===== config.mk =====
export PLATFORM = sky130hd
export DESIGN_NAME = ultimem_cfg_regs
export DESIGN_NICKNAME = d
export VERILOG_FILES = /design/src/rtl/ultimem_cfg_regs.sv
export SDC_FILE = /design/constraint.sdc
export NUM_CORES = 1
export LEC_CHECK = 0
export CORE_ASPECT_RATIO = 1.2
export CORE_MARGIN = 10
export CORE_UTILIZATION = 55
export DETAILED_ROUTE_END_ITERATION = 12
export GPL_TIMING_DRIVEN = 0
export PLACE_DENSITY = 0.79
export SLEW_MARGIN = 10
export SYNTH_ARGS = -nofsm -noshare
export SYNTH_HDL_FRONTEND = slang
export SYNTH_SLANG_ARGS = --single-unit
export TNS_END_PERCENT = 50

===== constraint.sdc =====
create_clock -name clock -period 2.25 [get_ports clock]
set_input_delay 0.45 -clock clock [delete_from_list [all_inputs] [get_ports clock]]
set_output_delay 0.45 -clock clock [all_outputs]
set_load 0.005 [all_outputs]

===== src/rtl/ultimem_cfg_regs.sv =====
// Configuration register window at REG_BASE plus BLK1/2/3/5 mapper for the memory decoder.
// Optional build macro UNLOCK_SEQ_EN gates writes to registers 2-7 behind a CTRL key sequence.
module ultimem_cfg_regs #(
   parameter logic [7:0]  ID_VALUE = 8'h11,
   parameter logic [15:0] REG_BASE = 16'h9FF0,
   parameter int          BANK_W   = 6
) (
   input  logic              clock,
   input  logic              reset,
   input  logic              phi2_cpu,
   input  logic [15:0]       address_cpu,
   input  logic [7:0]        data_cpu_in,
   input  logic              r_w_cpu,
   output logic [7:0]        data_reg_out,
   output logic              data_reg_oe,
   output logic              map_ram,
   output logic              map_rom,
   output logic              map_wp,
   output logic [BANK_W-1:0] map_bank,
   output logic              hidden
);

   logic                       phi2_m, phi2_s, phi2_d;
   logic                       fall;
   logic [15:0]                hold_addr;
   logic [7:0]                 hold_data;
   logic                       hold_rw;
   logic [2:0]                 wsel;
   logic                       commit;
   logic                       key_wr;
   logic                       cfg_wr_en;
   logic [6:0]                 ctrl_q;
   logic [7:0]                 mode_q;
   logic [7:0]                 scratch_q;
   logic [3:0][BANK_W-1:0]     bank_q;
   logic [1:0]                 bank_wsel;
   logic                       win_hit;
   logic                       blk_vld;
   logic [1:0]                 blk_sel;
   logic [1:0]                 blk_mode;

   assign fall      = phi2_d & ~phi2_s;
   assign wsel      = hold_addr[2:0];
   assign commit    = fall & ~hold_rw & (hold_addr[15:3] == REG_BASE[15:3]) & ~hidden;
   // registers 3..6 map onto bank slots 0..3
   assign bank_wsel = wsel[1:0] + 2'd1;

`ifdef UNLOCK_SEQ_EN
   typedef enum logic [1:0] {LOCKED, KEY1, UNLOCKED} lock_t;
   lock_t lock_q;

   always_comb begin
      key_wr = 1'b0;
      if (wsel == 3'd0) begin
         case (lock_q)
            LOCKED:   key_wr = (hold_data == 8'hA5);
            KEY1:     key_wr = (hold_data == 8'h5A);
            UNLOCKED: key_wr = (hold_data == 8'h00);
            default:  key_wr = 1'b0;
         endcase
      end
   end

   assign cfg_wr_en = (lock_q == UNLOCKED);

   always_ff @(posedge clock) begin
      if (reset) begin
         lock_q <= LOCKED;
      end else if (commit) begin
         case (lock_q)
            LOCKED:   if (key_wr) lock_q <= KEY1;
            KEY1:     lock_q <= key_wr ? UNLOCKED : LOCKED;
            UNLOCKED: if (key_wr) lock_q <= LOCKED;
            default:  lock_q <= LOCKED;
         endcase
      end
   end
`else
   assign key_wr    = 1'b0;
   assign cfg_wr_en = 1'b1;
`endif

   always_ff @(posedge clock) begin
      if (reset) begin
         phi2_m    <= 1'b0;
         phi2_s    <= 1'b0;
         phi2_d    <= 1'b0;
         hold_addr <= '0;
         hold_data <= '0;
         hold_rw   <= 1'b0;
         ctrl_q    <= '0;
         hidden    <= 1'b0;
         mode_q    <= 8'hFF;
         bank_q[0] <= BANK_W'(1);
         bank_q[1] <= BANK_W'(2);
         bank_q[2] <= BANK_W'(3);
         bank_q[3] <= BANK_W'(5);
         scratch_q <= '0;
      end else begin
         phi2_m <= phi2_cpu;
         phi2_s <= phi2_m;
         phi2_d <= phi2_s;
         // keep overwriting while phi2 is high so the last sample before the fall wins
         if (phi2_s) begin
            hold_addr <= address_cpu;
            hold_data <= data_cpu_in;
            hold_rw   <= r_w_cpu;
         end
         if (commit) begin
            case (wsel)
               3'd0: begin
                  if (!key_wr) begin
                     ctrl_q <= hold_data[6:0];
                     if (hold_data[7]) hidden <= 1'b1;
                  end
               end
               3'd2: if (cfg_wr_en) mode_q <= hold_data;
               3'd3, 3'd4, 3'd5, 3'd6: if (cfg_wr_en) bank_q[bank_wsel] <= hold_data[BANK_W-1:0];
               3'd7: if (cfg_wr_en) scratch_q <= hold_data;
               default: ;
            endcase
         end
      end
   end

   assign win_hit     = (address_cpu[15:3] == REG_BASE[15:3]);
   assign data_reg_oe = phi2_cpu & r_w_cpu & win_hit & ~hidden & ~reset;

   always_comb begin
      data_reg_out = 8'h00;
      if (data_reg_oe) begin
         case (address_cpu[2:0])
            3'd0:    data_reg_out = {1'b0, ctrl_q};
            3'd1:    data_reg_out = ID_VALUE;
            3'd2:    data_reg_out = mode_q;
            3'd7:    data_reg_out = scratch_q;
            default: data_reg_out = 8'(bank_q[address_cpu[1:0] + 2'd1]);
         endcase
      end
   end

   always_comb begin
      blk_vld = 1'b1;
      blk_sel = 2'd0;
      case (address_cpu[15:13])
         3'd1:    blk_sel = 2'd0;
         3'd2:    blk_sel = 2'd1;
         3'd3:    blk_sel = 2'd2;
         3'd5:    blk_sel = 2'd3;
         default: blk_vld = 1'b0;
      endcase
      blk_mode = mode_q[{blk_sel, 1'b0} +: 2];
      map_rom  = blk_vld & (blk_mode == 2'b01);
      map_ram  = blk_vld & blk_mode[1];
      map_wp   = blk_vld & (blk_mode == 2'b10);
      map_bank = blk_vld ? bank_q[blk_sel] : '0;
   end

endmodule


==> results.md <==
- Initial Util: 0.571
- IR drop worst, VDD: 0.427 mV
- Num CTS Buffers: 9
- Relative slew slack: 0.630
- Core Rows: 32
- DRT met1 WL: approximately 4.4 mm
- Largest net degree at the start of global routing: 13
- Die area: approximately 10000 um2
- H-tree levels: 3
- Commonest cells after routing, fill and taps aside: 76 x mux2i_1, 75 x dfxtp_1, 54 x nor2_1, 47 x nand2_1, 19 x buf_4
- # setup viols final: 9
- DRT antenna net count: 0
- Crit start category: primary input
- Fill count: roughly 500
- Mapped Nets: slightly above 400
- Pre-CTS setup slack: -1.26 ns
- Vias: 3248
- Crit. End Element: output port
- CP startpoint: address_cpu[15]
- Synth Cell Area: 3700 um2
- Vias/cell: 5.94
- Pre-antenna DRT Iters: 5
- Seq cells post-synth: 76
- Multi-input logic area: 2120 um2
- Reg-to-Reg Start: hold_addr[15]
- Post-detail-place hpwl: 7.40 mm
- Gr usage total: 0.219
- N_diodes: 0
- Worst-path clk slew: around 0.070 ns
- Count of different cell masters after synthesis: 47
- PortBufs: 45
- Wire per inst: ~20 um
- Syn avg cell area: ~9.7 um2
- Post-route minimum period: approximately 2.4 ns
- Clock skew: about 0.008 ns
- CP Max Fanout: 5
- Most common cell after layout, fill and taps aside: mux2i_1
- Highest routed layer: met4
- Synth-to-Final Area Change: 28.7%
- Fin nets: a little under 500
- Register area share after synthesis: 0.411
- Share of cells above drive strength 1: 0.219
- Slew Limit Fails: 0
- Asr flop ratio synth: 0
- Clk root buf: clkbuf_8
- Setup_tns: -0.646 ns
- Latest clock arrival within the worst-skew pair: approximately 0.35 ns
- Initial antenna violation count: 0
- Vias in the first global route: 3335
- DR DRC count: 0
- Max Cap Viol: 0
- First-pass GRT wire length: roughly 18 mm
- Final worst slack: -0.155 ns
- Hold Path Class: primary input to register
- Slew @ Worst Pin: roughly 0.55 ns
- CTS tree: yes
- Die width: roughly 95 um
- Post-layout util: 0.735
- Core Area: 6490 um2
- Worst path required time: ~1.8 ns
- Io pins: 47
- Status: finished with violations
- WL met2: between 5 and 6 mm
- Synth warnings: 0
- Ys flop type: dfxtp_1
- CP arrival: 1.95 ns
- GP Congestion: approximately 0.86
- Mapped Cells: between 300 and 400
- Max Buffers Root-to-Sink: 2
- Leak: 2.05 nW
- Fmax: ~420 MHz
- Failing checks: negative setup slack
- GRT Residual Overflow: 0
- P per Cell Area: about 600 nW/um2
- 1st-iter DRT viols: approximately 260
- Final hold violation count: 0
- Post-CTS Hold Buffers: 0
- Total Power: ~2.9 mW
- Startpoint of the worst hold path: reset
- Met3 routed WL: ~730 um
- CP Class: primary input to output port
- DRT Wirelength: about 11 mm
- Flip-flop and latch area: roughly 1500 um2
- Post-synth EDFFs: 0
- Final Cycle Share: 1.07
- RSZ-0062 raised after global routing: true
- Clk sink count: 76
- Die H: 110 um
## cells in the mapped netlist (2+ instances only)
master,count,area (um2)
nor2_1,56,210
inv_1,5,18.8
buf_1,2,7.51
nand4_2,2,25.0
nand3_1,4,20.0
nand2_1,47,176
dfxtp_1,76,1520
nand4_1,3,18.8
mux4_2,6,135
and3_1,3,18.8
a21oi_1,4,20.0
nor2b_1,10,62.6
nand2b_1,3,18.8
buf_2,8,40.0
ha_1,4,50.1
nor3_1,2,10.0
a22o_1,9,78.8
mux2i_1,76,761
o21ai_0,4,20.0
clkbuf_1,13,48.8
and4b_1,2,20.0
a22oi_1,4,30.0
o22ai_1,5,31.3
a311oi_2,6,90.1
buf_4,4,30.0
a32oi_1,3,26.3
## layout make-up
| cell class | instances | area share |
|---|---|---|
| multi-input cells | 274 | 0.444 |
| flip-flops and latches | 76 | 0.320 |
| repair buffers | 64 | 0.123 |
| plain buffers | 27 | 0.0404 |
| clock buffers | 12 | 0.0305 |
| well taps | 85 | 0.0223 |
| clock inverters | 4 | 0.0152 |
| inverters | 5 | 0.00499 |
## timing repair
action,4_1_cts,5_1_grt
endpoints found under the setup margin,18,17
pin swaps,9,2
buffers inserted,13,6
resized for setup,123,27
gates cloned,1,0
## state kept, by name (all words and copies together) (netlist names)
name / count
bank_q: 24
ctrl_q: 7
hidden: 1
hold_addr: 16
hold_data: 8
hold_rw: 1
mode_q: 8
phi2_d: 1
phi2_m: 1
phi2_s: 1
scratch_q: 8
## report_power, final
group	internal (mW)	switching, mW	leakage [nW]	total (mW)
registers	1.36	0.0116	0.616	1.37
logic	0.157	0.168	1.33	0.325
clock network	0.654	0.500	0.107	1.15
total	2.17	0.680	2.05	2.85
## through the flow
stage          area (um2)  cells  hold slack [ns]
6_report             4770    547            0.360
5_1_grt              4770    547            0.351
4_1_cts              4680    542            0.416
3_5_place_dp         4260    512            0.442
3_3_place_gp         4260    512            0.419
2_1_floorplan        3700    382            0.414
## critical path, stage by stage
cell and delay [ns]:
buf_8 0.08, nor2b_4 0.15, nand4_1 0.12, or4_4 0.57
buf_8 0.16, a311oi_2 0.25, buf_2 0.17
## worst paths after layout
check                         end  slack (ns)  cells past startpoint
hold / removal             phi2_m        0.36                      3
setup reg to reg        mode_q[2]        0.20                      6
setup / recovery  data_reg_out[0]       -0.15                      7
hold reg to reg            phi2_s        0.46                      1
## routing by layer
| metal | global-route usage | vias up |
|---|---|---|
| met2 | 0.376 | 139 |
| met4 | 0.0996 | 0 |
| met3 | 0.0573 | 40 |
| li1 | - | 1501 |
| met5 | 0 | - |
| met1 | 0.249 | 1568 |
## logic make-up (layout without fill, tap and decap cells)
| kind of cell | Yosys count | in the layout | synth area share |
|---|---|---|---|
| buf+inv | 32 | 112 | 0.0392 |
| simple gates | 146 | 146 | 0.197 |
| compound gates | 40 | 40 | 0.0916 |
| fa+ha+maj | 4 | 4 | 0.0135 |
| flops | 76 | 76 | 0.411 |
| mux | 84 | 84 | 0.248 |
No activity file was read; power rests on OpenSTA's default activity.
